<file path="config.mk">
export PLATFORM = sky130hd
export DESIGN_NAME = irq_ctrl
export DESIGN_NICKNAME = d
export VERILOG_FILES = /design/src/rtl/irq_ctrl.sv
export SDC_FILE = /design/constraint.sdc
export NUM_CORES = 1
export LEC_CHECK = 0
export CAP_MARGIN = 5
export CORE_ASPECT_RATIO = 1.1
export CORE_MARGIN = 5
export CORE_UTILIZATION = 46
export CTS_CLUSTER_SIZE = 28
export DETAILED_ROUTE_END_ITERATION = 10
export PLACE_DENSITY = 0.86
export SLEW_MARGIN = 25
export SYNTH_ARGS = -nofsm -noshare
export SYNTH_HDL_FRONTEND = slang
export SYNTH_SLANG_ARGS = --single-unit
</file>
<file path="constraint.sdc">
create_clock -name clk -period 2.2 [get_ports clk]
set_clock_uncertainty 0.1 [all_clocks]
set_input_delay 0.44 -clock clk [delete_from_list [all_inputs] [get_ports clk]]
set_output_delay 0.44 -clock clk [all_outputs]
set_load 0.1 [all_outputs]
</file>
<file path="src/rtl/irq_ctrl.sv">
`default_nettype none

`ifndef DATA_SIZE
`define DATA_SIZE 32
`endif

// ============================================================================
// Module      : irq_ctrl
// Description : Platform-level interrupt controller. Each source has its own
//               gateway FSM. Register access handles claim and complete.
// Revision    : 1.0 - initial release
// ============================================================================
module irq_ctrl #(
    parameter int NSRC = 8
) (
    input  logic                  clk,
    input  logic                  rst,
    input  logic [NSRC-1:0]       src,
    input  logic                  reg_valid,
    input  logic                  reg_write,
    input  logic [3:0]            reg_addr,
    input  logic [`DATA_SIZE-1:0] reg_wdata,
    output logic [`DATA_SIZE-1:0] reg_rdata,
    output logic                  reg_rvalid,
    output logic                  interrupt
);

    localparam logic [3:0] c_ADDR_PENDING = 4'h0;
    localparam logic [3:0] c_ADDR_ENABLE  = 4'h4;
    localparam logic [3:0] c_ADDR_TRIGGER = 4'h8;
    localparam logic [3:0] c_ADDR_CLAIM   = 4'hC;

    localparam logic [1:0] c_ST_IDLE    = 2'd0;
    localparam logic [1:0] c_ST_PEND    = 2'd1;
    localparam logic [1:0] c_ST_CLAIMED = 2'd2;

    logic [NSRC-1:0]       r_src_q;
    logic [NSRC-1:0]       r_enable;
    logic [NSRC-1:0]       r_trigger;
    logic [`DATA_SIZE-1:0] r_rdata;
    logic                  r_rvalid;
    logic                  r_interrupt;

    logic                  w_rd;
    logic                  w_wr;
    logic                  w_claim;
    logic                  w_complete;
    logic [NSRC-1:0]       w_fire;
    logic [NSRC-1:0]       w_pend;
    logic [NSRC-1:0]       w_cand;
    logic [NSRC-1:0]       w_grant;
    logic [4:0]            w_claim_id;
    logic [`DATA_SIZE-1:0] w_rdata_mux;
    logic                  w_unused;

    assign w_rd       = reg_valid & ~reg_write;
    assign w_wr       = reg_valid &  reg_write;
    assign w_claim    = w_rd & (reg_addr == c_ADDR_CLAIM);
    assign w_complete = w_wr & (reg_addr == c_ADDR_CLAIM);

    // Edge sources fire on a rising sample, level sources whenever high.
    assign w_fire = (r_trigger & src & ~r_src_q) | (~r_trigger & src);
    assign w_cand = w_pend & r_enable;

    // Only the upper write-data bits beyond both the id and NSRC are unused.
    assign w_unused = &{1'b0, reg_wdata};

    // Lowest id wins: scanning downward lets the lowest candidate land last.
    always_comb begin
        w_grant    = '0;
        w_claim_id = '0;
        for (int i = NSRC - 1; i >= 0; i--) begin
            if (w_cand[i]) begin
                w_grant    = '0;
                w_grant[i] = 1'b1;
                w_claim_id = 5'(i + 1);
            end
        end
    end

    for (genvar gi = 0; gi < NSRC; gi++) begin : g_src
        localparam logic [4:0] c_ID = 5'(gi + 1);

        logic [1:0] r_state;
        logic [1:0] w_state_nxt;

        always_comb begin
            w_state_nxt = r_state;
            case (r_state)
                c_ST_IDLE:    if (w_fire[gi]) w_state_nxt = c_ST_PEND;
                c_ST_PEND:    if (w_claim && w_grant[gi]) w_state_nxt = c_ST_CLAIMED;
                c_ST_CLAIMED: if (w_complete && (reg_wdata[4:0] == c_ID)) w_state_nxt = c_ST_IDLE;
                default:      w_state_nxt = c_ST_IDLE;
            endcase
        end

        always_ff @(posedge clk) begin
            if (rst) begin
                r_state <= c_ST_IDLE;
            end else begin
                r_state <= w_state_nxt;
            end
        end

        assign w_pend[gi] = (r_state == c_ST_PEND);
    end

    always_comb begin
        w_rdata_mux = '0;
        case (reg_addr)
            c_ADDR_PENDING: w_rdata_mux[NSRC-1:0] = w_pend;
            c_ADDR_ENABLE:  w_rdata_mux[NSRC-1:0] = r_enable;
            c_ADDR_TRIGGER: w_rdata_mux[NSRC-1:0] = r_trigger;
            c_ADDR_CLAIM:   w_rdata_mux[4:0]      = w_claim_id;
            default:        w_rdata_mux           = '0;
        endcase
    end

    always_ff @(posedge clk) begin
        if (rst) begin
            r_src_q     <= '0;
            r_enable    <= '0;
            r_trigger   <= '0;
            r_rdata     <= '0;
            r_rvalid    <= 1'b0;
            r_interrupt <= 1'b0;
        end else begin
            r_src_q <= src;
            if (w_wr && (reg_addr == c_ADDR_ENABLE)) begin
                r_enable <= reg_wdata[NSRC-1:0];
            end
            if (w_wr && (reg_addr == c_ADDR_TRIGGER)) begin
                r_trigger <= reg_wdata[NSRC-1:0];
            end
            r_rvalid <= w_rd;
            if (w_rd) begin
                r_rdata <= w_rdata_mux;
            end
            r_interrupt <= |w_cand;
        end
    end

    assign reg_rdata  = r_rdata;
    assign reg_rvalid = r_rvalid;
    assign interrupt  = r_interrupt;

endmodule

`default_nettype wire

</file>
; ---- After elaboration in Yosys (flattened, before gate mapping)
; Index checks and enable logic that the tools add are counted.
[totals]
input_bits = 48
wordCells = 163
regBits = 50
[classes]
mux = 50
eq_ne = 51
bitwise_logic = 12
reduce_logical = 36
[ops]
columns = op, count
row1 = $mux W8, 8
row2 = $mux W2, 24
row3 = $pmux W2 S3, 8
row4 = $mux W5, 7
row5 = $and A8 B8 Y8, 4
row6 = $ne A2 B2 Y1 const B, 16
row7 = $reduce_and A3 Y1, 8
row8 = $eq A5 B3 Y1 const B, 4
row9 = $pmux W5 S4, 1
row10 = $logic_and A1 B1 Y1, 18
row11 = $eq A2 B1 Y1 const B, 8
row12 = $eq A2 B2 Y1 const B, 8
row13 = $logic_not A2 Y1, 8
row14 = $ne A2 B1 Y1 const B, 8
row15 = $not A8 Y8, 2
row16 = $eq A5 B2 Y1 const B, 2
row17 = $pmux W3 S3, 1
row18 = $eq A4 B4 Y1 const B, 2
row19 = $or A8 B8 Y8, 1
row20 = $reduce_or A8 Y1, 1
row21 = $eq A5 B1 Y1 const B, 1
row22 = $eq A5 B4 Y1 const B, 1
row23 = $and A1 B1 Y1, 4
row24 = $eq A4 B3 Y1 const B, 1
row25 = other kinds (3), 3

; ---- Depth between registers and ports, before layout
[depth]
ltp_word = 13
depth_mapped = 7

; ---- Least setup slack after synthesis
; OpenSTA, ideal clock, no wires.
[synth_path]
path_kind = input -> register
start = input port reg_addr[1]
end = register g_src[5].r_state[1]
arrival_time_ns = 1.620
setup_slack_ns = 0.394
setup_time_ns = 0.086
path_stages = 6
path_cell_list = or4b_4 buf_6 nor2_8 buf_8 nand4_4 a221oi_2
[synth_between]
elab_chain_len = 5
word_cells_on_any_way = 8
classes_between = eq/ne (3) / bitwise (2) / reduce/logical (3)
[synth_rtl]
columns = item, line
row1 = from (decl), 21  ; input logic [3:0] reg_addr,
row2 = $eq A4 B4 Y1 (*), "58, 59"
row3 = "$and A1 B1 Y1, on equally long branches", "59, 58"
row4 = "$logic_and A1 B1 Y1, on equally long branches", "92, 91"
row5 = $ne A2 B2 Y1 (no line) / $ne A2 B1 Y1 (equally long branches), n/a
row6 = $reduce_and A3 Y1 (no line) (*), n/a
row7 = to (signal assigned), 99  ; r_state <= c_ST_IDLE;
row8 = to (signal assigned), 101  ; r_state <= w_state_nxt;
row9 = to (decl), 84  ; logic [1:0] r_state;
; Every way passes the cells marked *; elsewhere a longest branch is shown, timed or not.
; A chain may end at the register's enable or synchronous reset.

; ---- Worst setup path after layout
[layout_path]
start = input port reg_addr[1]
end = register g_src[4].r_state[1]
[layout_between]
elab_chain_len = 5
word_cells_on_any_way = 8
classes_between = eq/ne (3) / bitwise (2) / reduce/logical (3)
[layout_rtl]
columns = item, line
row1 = $eq A4 B4 Y1 (*), "58, 59"
row2 = "$and A1 B1 Y1, on equally long branches", "59, 58"
row3 = "$logic_and A1 B1 Y1, on equally long branches", "92, 91"
row4 = $ne A2 B2 Y1 (no line) / $ne A2 B1 Y1 (equally long branches), n/a
row5 = $reduce_and A3 Y1 (no line) (*), n/a
row6 = to (signal assigned), 99
row7 = to (signal assigned), 101
row8 = to (decl), 84
; Marks and branches as above.

==> results_dict.tcl <==
set metrics [dict create \
    fp.dieH_um 88.7 \
    ioPinCount 82 \
    clockRootBuffer "clkbuf_8" \
    synth_compound_area_share_pct 14.0 \
    initial_core_util_pct 47.6 \
    viasPerCell 5.48 \
    yosysWarnings 0 \
    synth_area_leaders "dfxtp_1 (39%), buf_4 (7.5%), mux2i_1 (6.2%)" \
    grt_use_met2_pct 29.9 \
    min_period_ps 2050 \
    synthAdderAreaFrac_pct 0 \
    synth-xor-area-share_pct 0 \
    wl_per_cell_um 14.9 \
    grt_pass1_vias 2231 \
    drive_gt1_share_pct 17.5 \
    top_usage_layer "met2" \
    synth_simple_gate_area_share_pct 29.8 \
    clock.fmax_mhz 487 \
    min-delay-start "reg_rdata[4]$_SDFFE_PP0P_" \
    stdcell_area_um2 3140 \
    portBuffers 33 \
    rows 28 \
    coreArea_um2 5430 \
    powerDensity_nw_per_um2 629 \
    drtIter0Drc 190 \
    synth_seq_cells 50 \
    synth_top_area_share_pct 38.7 \
    irDropWorstVdd_uv 256 \
    cts.path.max_buffers 2 \
    reg2reg_from "g_src[3].r_state[1]$_SDFFE_PP0P_" \
    drc 0 \
    post-route-period-util_pct 93.3 \
    cp_max_fo 5 \
    clkTransAtPathRegs_ps 90 \
    insertion_delay_ps 300 \
    antenna_cells 0 \
    yosys_most_used_dff "dfxtp_1" \
    place_area_um2 3030 \
    ys_types 53 \
    via_count 2291 \
    worst_setup_path_end_kind "flip-flop" \
    yosysTopAreaCell "dfxtp_1" \
    muxShareOfSynthArea_pct 6.19 \
    gp_congestion 0.922 \
    netlist_area_um2 2590 \
    rsz0062_at_grt "no" \
    maxCapViolations 0 \
    overflow 0 \
    synth-seq-area-share_pct 38.7 \
    finalSetupViolCount 0 \
    arrival_ps 2140 \
    seq_area_um2 1000 \
    multi_input_area_um2 1390 \
    wl_um 6250 \
    instances_no_fill 418 \
    htreeDepth 2 \
    avgSynthCellArea_um2 8.95 \
    synth_top_family_by_area "simple AND/OR/NAND/NOR gates" \
    crit_type "in -> reg" \
    grt_max_degree 24 \
    grt_util_met3_pct 4.28 \
    synth_common_cells "dfxtp_1 (50), buf_4 (26), nor2_1 (25), nand2_1 (24), a21oi_1 (20)" \
    slew_violations 0 \
    area_growth_pct 21.5 \
    cts_tree "done" \
    die-area_um2 7230 \
    hold_path.class "reg -> reg" \
    drt_pre_antenna_iters 4 \
    cp-start-kind "primary input" \
    grt_pass1_wl_um 10300 \
    cts_inserted_buffers 5 \
    finalHoldViolations 0 \
    grt_use_met1_pct 23.1 \
    cts_num_sinks 50 \
    antenna_left 0 \
    grtUsageTotal_pct 18.3 \
    synth_edf_count 0 \
    async_reset_ff_share_pct 0 \
    fp.dieW_um 81.5 \
    antenna_found_initial 0 \
    post-dp-hpwl_um 4730 \
    num-fill-cells 481 \
    required_ps 2280 \
    outcome "completed" \
    synth_cells 289 \
    cellLeakagePower_nw 1.28 \
    yosysMostFrequentCell "dfxtp_1" \
    crit_start "reg_addr[1]" \
    nets 391 \
    place_inst 411 \
]
-- metrics by stage --
| step | TNS, ps | setup slack [ps] | hold slack [ps] | utilization, % | power, mW |
|---|---|---|---|---|---|
| finish | 0 | 147 | 355 | 57.9 | 1.98 |
| global route | 0 | 84.2 | 396 | 57.9 | 2.05 |
| CTS | 0 | 197 | 355 | 57.8 | 1.99 |
| detailed placement | -771 | -120 | 345 | 55.7 | 1.34 |
| global placement | -426 | -97.9 | 340 | 55.7 | 1.34 |
| floorplan | 0 | 394 | 323 | - | 1.27 |
-- report_power, final --
part	switching (mW)	internal [mW]	leakage [nW]
logic	0.278	0.103	0.818
registers	0.0176	0.928	0.408
clock network	0.286	0.364	0.0573
total	0.582	1.40	1.28
-- layout by cell type (no fill, tap or decap), drive strengths merged, types with 2 or more instances in the layout --
| master | instances |
|---|---|
| nor2b | 14 |
| nand2 | 24 |
| a211oi | 4 |
| clkbuf | 6 |
| a21o | 2 |
| nor4 | 2 |
| or3b | 2 |
| o41ai | 2 |
| o31ai | 2 |
| nand2b | 3 |
| and3b | 7 |
| clkdlybuf4s50 | 23 |
| o311ai | 3 |
| and4 | 2 |
| nand3 | 7 |
| nor3b | 4 |
| nand4 | 5 |
| a31oi | 2 |
| a2bb2oi | 3 |
| mux2i | 16 |
| a21oi | 20 |
| o21ai | 5 |
| dfxtp | 50 |
| nor3 | 3 |
| a221oi | 4 |
| conb | 24 |
| and2 | 2 |
| inv | 6 |
| buf | 39 |
| nor4b | 6 |
| nand3b | 11 |
| and3 | 3 |
| nor2 | 26 |
-- metal layers --
metal | vias to the layer above | share of wire, %
met2 | 119 | 46
met1 | 1057 | 42
met5 | - | 0
li1 | 1096 | -
met3 | 19 | 8.6
met4 | 0 | 3.2
-- cell families after synthesis --
kind of cell           count (synthesis)
AO/OA/AOI/OAI                         53
buffers and inverters                 44
flip-flops                            50
multiplexers                          16
other                                  1
AND/OR/NAND/NOR                      125
-- state kept, by name, summed over array words and instances (netlist names) --
name and count:
g_src.r_state 16, r_enable 8, r_src_q 8, r_trigger 8
reg_rdata 8, interrupt 1, reg_rvalid 1
-- layout make-up --
type,count,share of cell area [%]
inverter,6,0.716
timing repair buffer,62,16.6
sequential,50,31.8
multi-input combinational,218,44.2
tap,75,2.98
clock buffer,6,2.63
clock inverter,1,0.955
-- critical path, cell delays in order --
cell and delay, ps:
clkdlybuf4s50_1 460, buf_4 180, and4bb_2 290, nand2_1 180, o311ai_0 450, a21oi_1 130
-- worst paths after layout --
path	slack, ps	endpoint	depth (start not counted)
max	150	g_src[4].r_state[1]$_SDFFE_PP0P_	6
min reg2reg	350	reg_rdata[4]$_SDFFE_PP0P_	2
min	350	reg_rdata[4]$_SDFFE_PP0P_	2
max reg2reg	550	reg_rdata[3]$_SDFFE_PP0P_	4
-- repair_timing --
item,CTS,global route
setup buffers,0,0
endpoints found under the setup margin,0,1
gates resized for setup,0,1
hold buffers,0,0
(Power assumes the default switching activity.)
